File: config.mk
export PLATFORM = sky130hd
export DESIGN_NAME = mem_arbiter
export DESIGN_NICKNAME = d
export VERILOG_FILES = /design/src/rtl/mem_arbiter.sv
export SDC_FILE = /design/constraint.sdc
export NUM_CORES = 1
export LEC_CHECK = 0
export ABC_AREA = 1
export BUFFER_PORTS_ARGS = -buffer_cell sky130_fd_sc_hd__buf_2
export CAP_MARGIN = 15
export CORE_ASPECT_RATIO = 0.8
export CORE_MARGIN = 4
export CORE_UTILIZATION = 51
export CTS_CLUSTER_DIAMETER = 200
export DETAILED_ROUTE_END_ITERATION = 10
export GPL_ROUTABILITY_DRIVEN = 0
export PLACE_DENSITY = 0.83
export SETUP_SLACK_MARGIN = 0.1
export SKIP_CTS_REPAIR_TIMING = 1
export SYNTH_ARGS = -nofsm -noshare
export SYNTH_HDL_FRONTEND = slang
export SYNTH_SLANG_ARGS = --single-unit
File: constraint.sdc
create_clock -name clk -period 4.1 [get_ports clk]
set_input_delay 0.205 -clock clk [delete_from_list [all_inputs] [get_ports clk]]
set_output_delay 0.205 -clock clk [all_outputs]
set_load 0.02 [all_outputs]
File: src/rtl/mem_arbiter.sv
// Two-port round-robin arbiter and access sequencer for the shared 64 KiB x 8 memory.
// Grants one valid/ready request at a time, holds the access for WAIT_CYCLES, then pulses a response.
module mem_arbiter #(
  parameter int ADDR_WIDTH  = 16,
  parameter int DATA_WIDTH  = 8,
  parameter int WAIT_CYCLES = 1
) (
  input  logic                  clk,
  input  logic                  rst_n,
  input  logic                  req0_valid,
  input  logic                  req0_we,
  input  logic [ADDR_WIDTH-1:0] req0_addr,
  input  logic [DATA_WIDTH-1:0] req0_wdata,
  output logic                  req0_ready,
  input  logic                  req1_valid,
  input  logic                  req1_we,
  input  logic [ADDR_WIDTH-1:0] req1_addr,
  input  logic [DATA_WIDTH-1:0] req1_wdata,
  output logic                  req1_ready,
  output logic                  rsp0_valid,
  output logic                  rsp1_valid,
  output logic [DATA_WIDTH-1:0] rsp_rdata,
  output logic [ADDR_WIDTH-1:0] mem_address,
  output logic [DATA_WIDTH-1:0] mem_write_data,
  output logic                  mem_write_enable,
  input  logic [DATA_WIDTH-1:0] mem_read_data,
  output logic                  busy
);

  typedef enum logic [1:0] {
    IDLE   = 2'd0,
    ACCESS = 2'd1,
    DONE   = 2'd2
  } state_t;

  localparam logic [3:0] CNT_LOAD = 4'(WAIT_CYCLES - 1);

  state_t                state_r;
  state_t                next_state_s;
  logic [3:0]            cnt_r;
  logic                  last_grant_r;
  logic                  grant_r;
  logic                  ready0_s;
  logic                  ready1_s;
  logic                  accept_s;
  logic                  finish_s;
  logic                  rsp0_valid_r;
  logic                  rsp1_valid_r;
  logic                  busy_r;
  logic                  mem_we_r;
  logic [ADDR_WIDTH-1:0] mem_addr_r;
  logic [DATA_WIDTH-1:0] mem_wdata_r;
  logic [DATA_WIDTH-1:0] rsp_rdata_r;

  // Arbitration and next-state logic; ready is suppressed while reset is held.
  always_comb begin
    ready0_s     = 1'b0;
    ready1_s     = 1'b0;
    next_state_s = state_r;
    case (state_r)
      IDLE: begin
        ready0_s = rst_n & req0_valid & (~req1_valid | last_grant_r);
        ready1_s = rst_n & req1_valid & (~req0_valid | ~last_grant_r);
        if (ready0_s || ready1_s) begin
          next_state_s = ACCESS;
        end else begin
          next_state_s = IDLE;
        end
      end
      ACCESS: begin
        if (cnt_r == 4'd0) begin
          next_state_s = DONE;
        end else begin
          next_state_s = ACCESS;
        end
      end
      DONE:    next_state_s = IDLE;
      default: next_state_s = IDLE;
    endcase
  end

  assign accept_s = (state_r == IDLE) && (ready0_s || ready1_s);
  assign finish_s = (state_r == ACCESS) && (cnt_r == 4'd0);

  // State, grant bookkeeping, wait counter and status outputs.
  always_ff @(posedge clk or negedge rst_n) begin
    if (!rst_n) begin
      state_r      <= IDLE;
      cnt_r        <= 4'd0;
      last_grant_r <= 1'b1;
      grant_r      <= 1'b0;
      rsp0_valid_r <= 1'b0;
      rsp1_valid_r <= 1'b0;
      busy_r       <= 1'b0;
    end else begin
      state_r      <= next_state_s;
      busy_r       <= (next_state_s != IDLE);
      rsp0_valid_r <= finish_s & ~grant_r;
      rsp1_valid_r <= finish_s & grant_r;
      if (accept_s) begin
        grant_r <= ready1_s;
        cnt_r   <= CNT_LOAD;
      end else if (state_r == ACCESS && cnt_r != 4'd0) begin
        cnt_r <= cnt_r - 4'd1;
      end else begin
        cnt_r <= cnt_r;
      end
      if (finish_s) begin
        last_grant_r <= grant_r;
      end else begin
        last_grant_r <= last_grant_r;
      end
    end
  end

  // Memory-side datapath: address and data hold their last values outside an access.
  always_ff @(posedge clk or negedge rst_n) begin
    if (!rst_n) begin
      mem_we_r    <= 1'b0;
      mem_addr_r  <= {ADDR_WIDTH{1'b0}};
      mem_wdata_r <= {DATA_WIDTH{1'b0}};
      rsp_rdata_r <= {DATA_WIDTH{1'b0}};
    end else begin
      if (accept_s) begin
        mem_addr_r  <= ready1_s ? req1_addr  : req0_addr;
        mem_wdata_r <= ready1_s ? req1_wdata : req0_wdata;
        mem_we_r    <= ready1_s ? req1_we    : req0_we;
      end else if (finish_s) begin
        mem_we_r    <= 1'b0;
        rsp_rdata_r <= mem_read_data;
      end else begin
        mem_we_r <= mem_we_r;
      end
    end
  end

  assign req0_ready       = ready0_s;
  assign req1_ready       = ready1_s;
  assign rsp0_valid       = rsp0_valid_r;
  assign rsp1_valid       = rsp1_valid_r;
  assign rsp_rdata        = rsp_rdata_r;
  assign mem_address      = mem_addr_r;
  assign mem_write_data   = mem_wdata_r;
  assign mem_write_enable = mem_we_r;
  assign busy             = busy_r;

endmodule

# After elaboration in Yosys (flattened, before gate mapping)
# Index checks and enable logic that the tools add are counted.
dict set report word_totals {
  reg_bits 44
  out_inout_bits 38
  word_cells 50
  inputBits 62
}
dict set report classes {
  eq_ne 1
  n_mux 12
  n_addsub 1
  bitwise 13
  reduce_logical 12
}
# cell n
set op_table {}
lappend op_table {{2-to-1 mux 16 bit} 1}
lappend op_table {{2-to-1 mux 4 bit} 2}
lappend op_table {{2-to-1 mux 8 bit} 1}
lappend op_table {{AND 1 bit} 6}
lappend op_table {{2-to-1 mux 1 bit} 6}
lappend op_table {{nonzero test 2 bit} 3}
lappend op_table {{inverter 1 bit} 5}
lappend op_table {{logical NOT 4 bit} 1}
lappend op_table {{case mux 2 bit (2 select lines)} 1}
lappend op_table {{nonzero test 4 bit} 1}
lappend op_table {{subtractor 4 x 1 -> 4 bit, second input constant} 1}
lappend op_table {{logical AND 1 bit} 3}
lappend op_table {{equality test 2 x 1 -> 1 bit, second input constant} 1}
lappend op_table {{logical NOT 2 bit} 1}
lappend op_table {{logical OR 1 bit} 2}
lappend op_table {{2-to-1 mux 2 bit} 1}
lappend op_table {{OR 1 bit} 2}
lappend op_table {{AND reduction 2 bit} 1}

# Longest topological paths before layout
# Gate-level depths: netlist of the first run.
dict set report depth {
  ltp_word 8
  depth_mapped 8
  depth_no_buf 8
}

# Worst setup path before layout of the first run
# Ideal clock, no wire load.
dict set report synth_path {
  kind {register -> output}
  startpoint {register state_r[1]}
  endpoint {output port req0_ready}
  path_slack_ns 2.660
  t_required_ns 3.895
  n_path_buf 1
  arrival_ns 1.235
  stages_incl_launch_ff 5
  cell_sequence {dfrtp_1 -> nor2_4 -> buf_2 -> nand3_1 -> a21oi_1}
}
dict set report synth_via {
  elab_chain_cells 2
}
# item line_no
set synth_lines {}
lappend synth_lines {{start, declared} 38} ;# state_t state_r;
lappend synth_lines {{start signal, assigned} 96} ;# state_r <= next_state_s;
lappend synth_lines {{logical NOT 2 bit} 60} ;# case (state_r)
lappend synth_lines {{2-to-1 mux 1 bit} 60}
lappend synth_lines {{end, declared} 14} ;# output logic req0_ready,
# No other way between the ends.

# Worst setup path in the final report of the first run
dict set report layout_path {
  startpoint {register last_grant_r}
  endpoint {output port req1_ready}
}
dict set report layout_via {
  elab_chain_cells 4
}
# item line_no
set layout_lines {}
lappend layout_lines {{start, declared} 41} ;# logic last_grant_r;
lappend layout_lines {{start signal, assigned} 109} ;# last_grant_r <= grant_r;
lappend layout_lines {{start signal, assigned} 111} ;# last_grant_r <= last_grant_r;
lappend layout_lines {{inverter 1 bit} 63} ;# ready1_s = rst_n & req1_valid & (~req0_valid | ~last_grant_r);
lappend layout_lines {{OR 1 bit} 63}
lappend layout_lines {{AND 1 bit} 63}
lappend layout_lines {{2-to-1 mux 1 bit} 60}
lappend layout_lines {{end, declared} 19} ;# output logic req1_ready,
# No other way between the ends.

==> results of run 1 <==
## cells in the mapped netlist (2+ instances only)
| master | instances |
|---|---|
| ha_1 | 2 |
| dfrtp_1 | 43 |
| clkinv_1 | 2 |
| nand3_1 | 30 |
| nor2_1 | 8 |
| a21oi_1 | 2 |
| inv_2 | 2 |
| nand2_1 | 113 |
| inv_1 | 60 |
| buf_1 | 2 |
| nand4_1 | 26 |
| clkbuf_1 | 3 |
| buf_2 | 8 |
## logic make-up (layout without fill, tap and decap cells)
family / count (synthesis) / in the layout / share of synthesized area
XOR/XNOR: 1 / 1 / 0.00386
AND/OR/NAND/NOR: 181 / 181 / 0.359
AO/OA/AOI/OAI: 4 / 4 / 0.00882
adder cells (fa/ha/maj): 2 / 2 / 0.0110
flip-flops: 44 / 44 / 0.486
buffers and inverters: 77 / 172 / 0.132
## flip-flops by register name (all words and copies together), names as in the netlist
name and count:
mem_address 16, cnt_r 4, rsp_rdata 8, rsp1_valid 1, last_grant_r 1, mem_write_enable 1, state_r 2, busy 1
rsp0_valid 1, mem_write_data 8, grant_r 1
## worst register-to-register path: stages (launching register included)
cell and delay [ps]:
dfstp_2 370, nand2_1 670, nand3_2 640, nand2_1 210, nand3_1 100, nand2_1 80
## worst paths after layout
| check | startpoint | slack [ps] | endpoint |
|---|---|---|---|
| setup / recovery | last_grant_r$_DFFE_PN1P_ | 1580 | req1_ready |
| hold / removal | rst_n | -4 | mem_address[5]$_DFFE_PN0P_ |
| setup reg to reg | last_grant_r$_DFFE_PN1P_ | 1950 | mem_address[9]$_DFFE_PN0P_ |
| hold reg to reg | grant_r$_DFFE_PN0P_ | 440 | rsp0_valid$_DFF_PN0_ |
| max in group asynchronous | rst_n | 3730 | mem_address[15]$_DFFE_PN0P_ |
| min in group clk | mem_read_data[0] | 100 | rsp_rdata[0]$_DFFE_PN0P_ |
## through the flow
step           total power [mW]  hold slack, ps  area (um2)
5_1_grt                    2.25            45.0        2900
3_5_place_dp               1.78             335        2790
2_1_floorplan              1.44           -90.6        2270
4_1_cts                    2.11            15.8        2900
3_3_place_gp               1.74             320        2790
6_report                   2.10           -4.47        2900
## layout make-up
| type | count | area (um2) | share of cell area |
|---|---|---|---|
| Multi-Input combinational cell | 188 | 868 | 0.300 |
| Sequential cell | 44 | 1100 | 0.381 |
| Tap cell | 57 | 71.3 | 0.0246 |
| Timing Repair Buffer | 100 | 503 | 0.174 |
| Clock buffer | 5 | 68.8 | 0.0238 |
| Inverter | 64 | 240 | 0.0829 |
| Clock inverter | 3 | 42.5 | 0.0147 |
## layout by cell type, fill, tap and decap left out, types with 2 or more instances in the layout
master    instances
a21oi_1           2
buf_2            99
clkbuf_8          5
clkinv_1          2
dfrtp_1          43
ha_1              2
inv_1            60
inv_2             2
nand2_1         113
nand3_1          30
nand4_1          26
nor2_1            8
## report_power, final
group          leakage (nW)  total [mW]  internal, mW  switching [mW]
clock                0.0541       0.322         0.180           0.142
sequential            0.547       0.764         0.642           0.122
combinational          1.24        1.01         0.314           0.698
## per-layer routing
metal	track usage	vias up	wire length, um
met3	0.0440	8	540
met4	0.0469	0	47
met2	0.372	88	2700
li1	-	1135	-
met1	0.276	988	2640
met5	0	-	0
==> summary.txt, run 1 <==
Status = complete, but fails checks
Failing checks = hold timing
Top post-synthesis cells by area = dfrtp_1, nand2_1, inv_1
Critical Path Source Type = flip-flop
Worst EP arrival = 2320 ps
Area of the core = 4230 um2
Avg Synthesized Cell Area = 7.35 um2
Diode count = 0
Number of CTS-inserted buffers = 5
Worst-Margin Slew = 934 ps
Post-Syn Area = 2270 um2
Slew HR = 0.376
First-pass GRT wire length = 9.18 mm
Clock Skew = 4.50 ps
WL final = 5.93 mm
Number of H-tree levels = 2
FP Rows = 21
LEAKAGE = 1.84 nW
Number of synthesized flops with an enable pin = 0
Initial core utilization = 0.537
Max clock buf depth = 2
Post-Place Setup Slack = 1930 ps
RSZ-0062 raised after global routing = false
Asr flop ratio synth = 1.00
IO Port Bufs = 99
Final critical-path required period = 2520 ps
Clock Pin Slew Worst Setup and Hold Paths = 80 ps
Pwr/cell area = 724 nW/um2
# IOs = 100
Max Clk Rate = 397 MHz
Critical path buffers and inverters = 2
FILL cells = 378
Hold/Removal Path Class = primary input to asynchronous set/reset pin
Remaining antenna violation count = 0
Die Area = 5590 um2
Post-synthesis sequential area ratio = 0.486
Width of the chip = 82.6 um
Slowest Stage Delay on Critical Path = 670 ps
Drt first-iter violations = 132
Final net count = 467
Grt ovf = 0
WS Path Type = flip-flop to output port
Crit. End Element = output port
Wire per inst = 12.9 um
Synthesis-stage register bit count = 44
Critical path's slowest cell = nand2_1
Non-filler cells, final = 461
Max-slew violation count = 0
Setup total negative slack = 0 ps
Hold Slack = -4.47 ps
GRT Total Usage = 0.214
Largest net degree at the start of global routing = 47
Crit path required time = 3890 ps
Top Family by Delay on Critical Path = simple AND/OR/NAND/NOR gates
Post-layout util = 0.685
Vias in the first global route = 2062
Synth area leader = dfrtp_1
Clock Latency Late Sink = 290 ps
First-pass detailed-route iteration total = 4
DRC = 0
Placed Cells = 453
Part of the cycle the worst path needs = 0.615
Share of post-route cells with drive strength above 1 = 0.285
Vias = 2219
CTS tree = yes
Vias per cell = 4.81
Layout area overhead = 27.6%
Fin. Hold Viols = 2
DP Wirelength = 4.17 mm
Max-cap violations = 0
Root Driver = clkbuf_8
Crit path depth = 4
Num Clock Sinks = 44
Final count of negative-setup-slack endpoints = 0
Cells after Synth = 309
Netlist cell types = 21
Reg2Reg Depth = 5
Syn_nets = 373
Crit path cell chain = nand2_1 -> nand3_2 -> inv_1 -> buf_2
Yosys warns = 0
Antenna violations before repair = 0
Synth top area share = 0.474
Critical Path Fanout Max = 27
Height of the chip = 67.7 um
Main synth FF type = dfrtp_1
Peak VDD IR = 0.000391 V
Setup ws final = 1580 ps
No activity file was read; power rests on OpenSTA's default activity.
==> run 2, diff against run 1 <==
Settings changed: CORE_UTILIZATION 51 to 43, PLACE_DENSITY 0.83 to 0.75.
Clock period 4.1 ns to 2.3 ns, I/O delays scaled along.
==> summary.txt, run 2 (synthesis gave the netlist of run 1 again) <==
Status = completed
GRT Total Usage = 0.188 (-0.0265)
Max clock buf depth = 2 (unchanged)
Layout area overhead = 30.7%
Most common cell after layout, fill and taps aside = nand2_1
Most frequent cells in the layout = nand2_1, buf_2, inv_1
Net switching power = 1.71 mW (+78%)
Final net count = 474 (+1.5%)
LEAKAGE = 1.88 nW (+1.7%)
Num Clock Sinks = 44 (unchanged)
Combinational share of power = 0.483 (about the same)
DP Wirelength = 4.27 mm (+2.5%)
WS Path Type = flip-flop to output port
Max-slew violation count = 0 (unchanged)
Critical Path Source Type = flip-flop
Grt ovf = 0 (unchanged)
Setup total negative slack = 0 ps (unchanged)
Hold Slack = 5.23 ps (+9.70 ps)
IO Port Bufs = 99 (unchanged)
Final critical-path required period = 1890 ps
Max-cap violations = 0 (unchanged)
Final count of negative-setup-slack endpoints = 0 (unchanged)
Diode count = 0 (unchanged)
Critical Path Fanout Max = 27 (unchanged)
DRC = 0 (unchanged)
FP Rows = 23 (+9.5%)
Fin. Hold Viols = 0 (-2)
Part of the cycle the worst path needs = 0.822
Crit path required time = 2180 ps (-1710 ps)
Pwr/cell area = 1270 nW/um2 (+76%)
Clock Pin Slew Worst Setup and Hold Paths = 90 ps (about the same)
Worst EP arrival = 1780 ps (-540 ps)
Antenna violations before repair = 0 (unchanged)
Number of CTS-inserted buffers = 5 (unchanged)
Max reg flops = 16 (unchanged)
Area of the core = 5060 um2 (+20%)
Wire per inst = 12.4 um (-3.4%)
Vias = 2276 (+2.6%)
Cell internal pwr = 2.06 mW (+82%)
Slew HR = 0.601 (+0.226)
Switching power share of the total = 0.454 (-0.00466)
Clock Skew = 6.23 ps (+1.73 ps)
First-pass GRT wire length = 9.59 mm (+4.5%)
Root Driver = clkbuf_8
RSZ-0062 raised after global routing = false
Clk pwr share = 0.160 (+0.006)
First-pass detailed-route iteration total = 5 (+1)
Worst-Margin Slew = 596 ps (-338 ps)
Initial core utilization = 0.448 (-0.0884)
Height of the chip = 73.0 um (+7.8%)
Hold/Removal Path Class = primary input to flip-flop
CTS tree = yes
Die Area = 6510 um2 (+17%)
Remaining antenna violation count = 0 (unchanged)
Number of H-tree levels = 2 (unchanged)
Max Clk Rate = 529 MHz
# IOs = 100 (unchanged)
Vias in the first global route = 2136 (+3.6%)
Crit. End Element = output port
Width of the chip = 89.2 um (+8.0%)
Largest net degree at the start of global routing = 31 (-34%)
Clock Latency Late Sink = 290 ps (about the same)
WL final = 5.87 mm (-0.89%)
Peak VDD IR = 0.000571 V (+46%)
Flop pwr share = 0.357 (-0.007)
Vias per cell = 4.81 (about the same)
Share of post-route cells with drive strength above 1 = 0.290 (+0.00488)
Drt first-iter violations = 110 (-17%)
run 2: metrics by stage:
step                      std cells  area (um2)   util  setup WS (ps)  total power, mW
after floorplan                 309        2270      -            950             2.58
after global placement          462        2820  0.557            600             3.14
after detailed placement        462        2820  0.557            553             3.19
after CTS                       470        2940  0.580            371             3.80
after global routing            473        2970  0.586            185             4.11
final                           473        2970  0.586            409             3.78
run 2: worst max-delay path, cell delays in order (launching register included):
cell and delay, ps:
dfrtp_1 410, nor2_4 260, nand3_2 490, inv_1 140, buf_2 180
run 2: worst paths after layout:
path | from | to | slack, ps | cells after the start
setup reg to reg | state_r[1]$_DFF_PN0_ | mem_write_enable$_DFFE_PN0P_ | 560 | 6
max in group asynchronous | rst_n | state_r[1]$_DFF_PN0_ | 870 | 3
hold / removal | mem_read_data[4] | rsp_rdata[4]$_DFFE_PN0P_ | 5 | 3
setup / recovery | state_r[1]$_DFF_PN0_ | req1_ready | 410 | 4
hold reg to reg | grant_r$_DFFE_PN0P_ | rsp0_valid$_DFF_PN0_ | 440 | 1
min in group asynchronous | rst_n | last_grant_r$_DFFE_PN1P_ | 400 | 2
run 2: power groups by stage:
stage               registers [mW]  clock network (mW)  logic (mW)
floorplan                     1.71                   0       0.869
global placement              1.36                   0        1.78
finish                        1.35               0.606        1.82
CTS                           1.35               0.613        1.84
global route                  1.39               0.664        2.05
detailed placement            1.36                   0        1.83
run 2: metal layers:
metal,vias up,GRT usage,part of all wire
li1,1153,-,-
met1,1024,0.269,0.44
met2,93,0.286,0.46
met3,6,0.0564,0.093
met4,0,0.0331,0.0065
met5,-,0,0
run 2: final cells by class:
class,instances,area (um2)
multi-input cells,188,868
fillers,501,2100
repair buffers,107,563
clock inverters,3,46.3
clock buffers,5,68.8
inverters,64,240
flip-flops and latches,44,1100
well taps,62,77.6
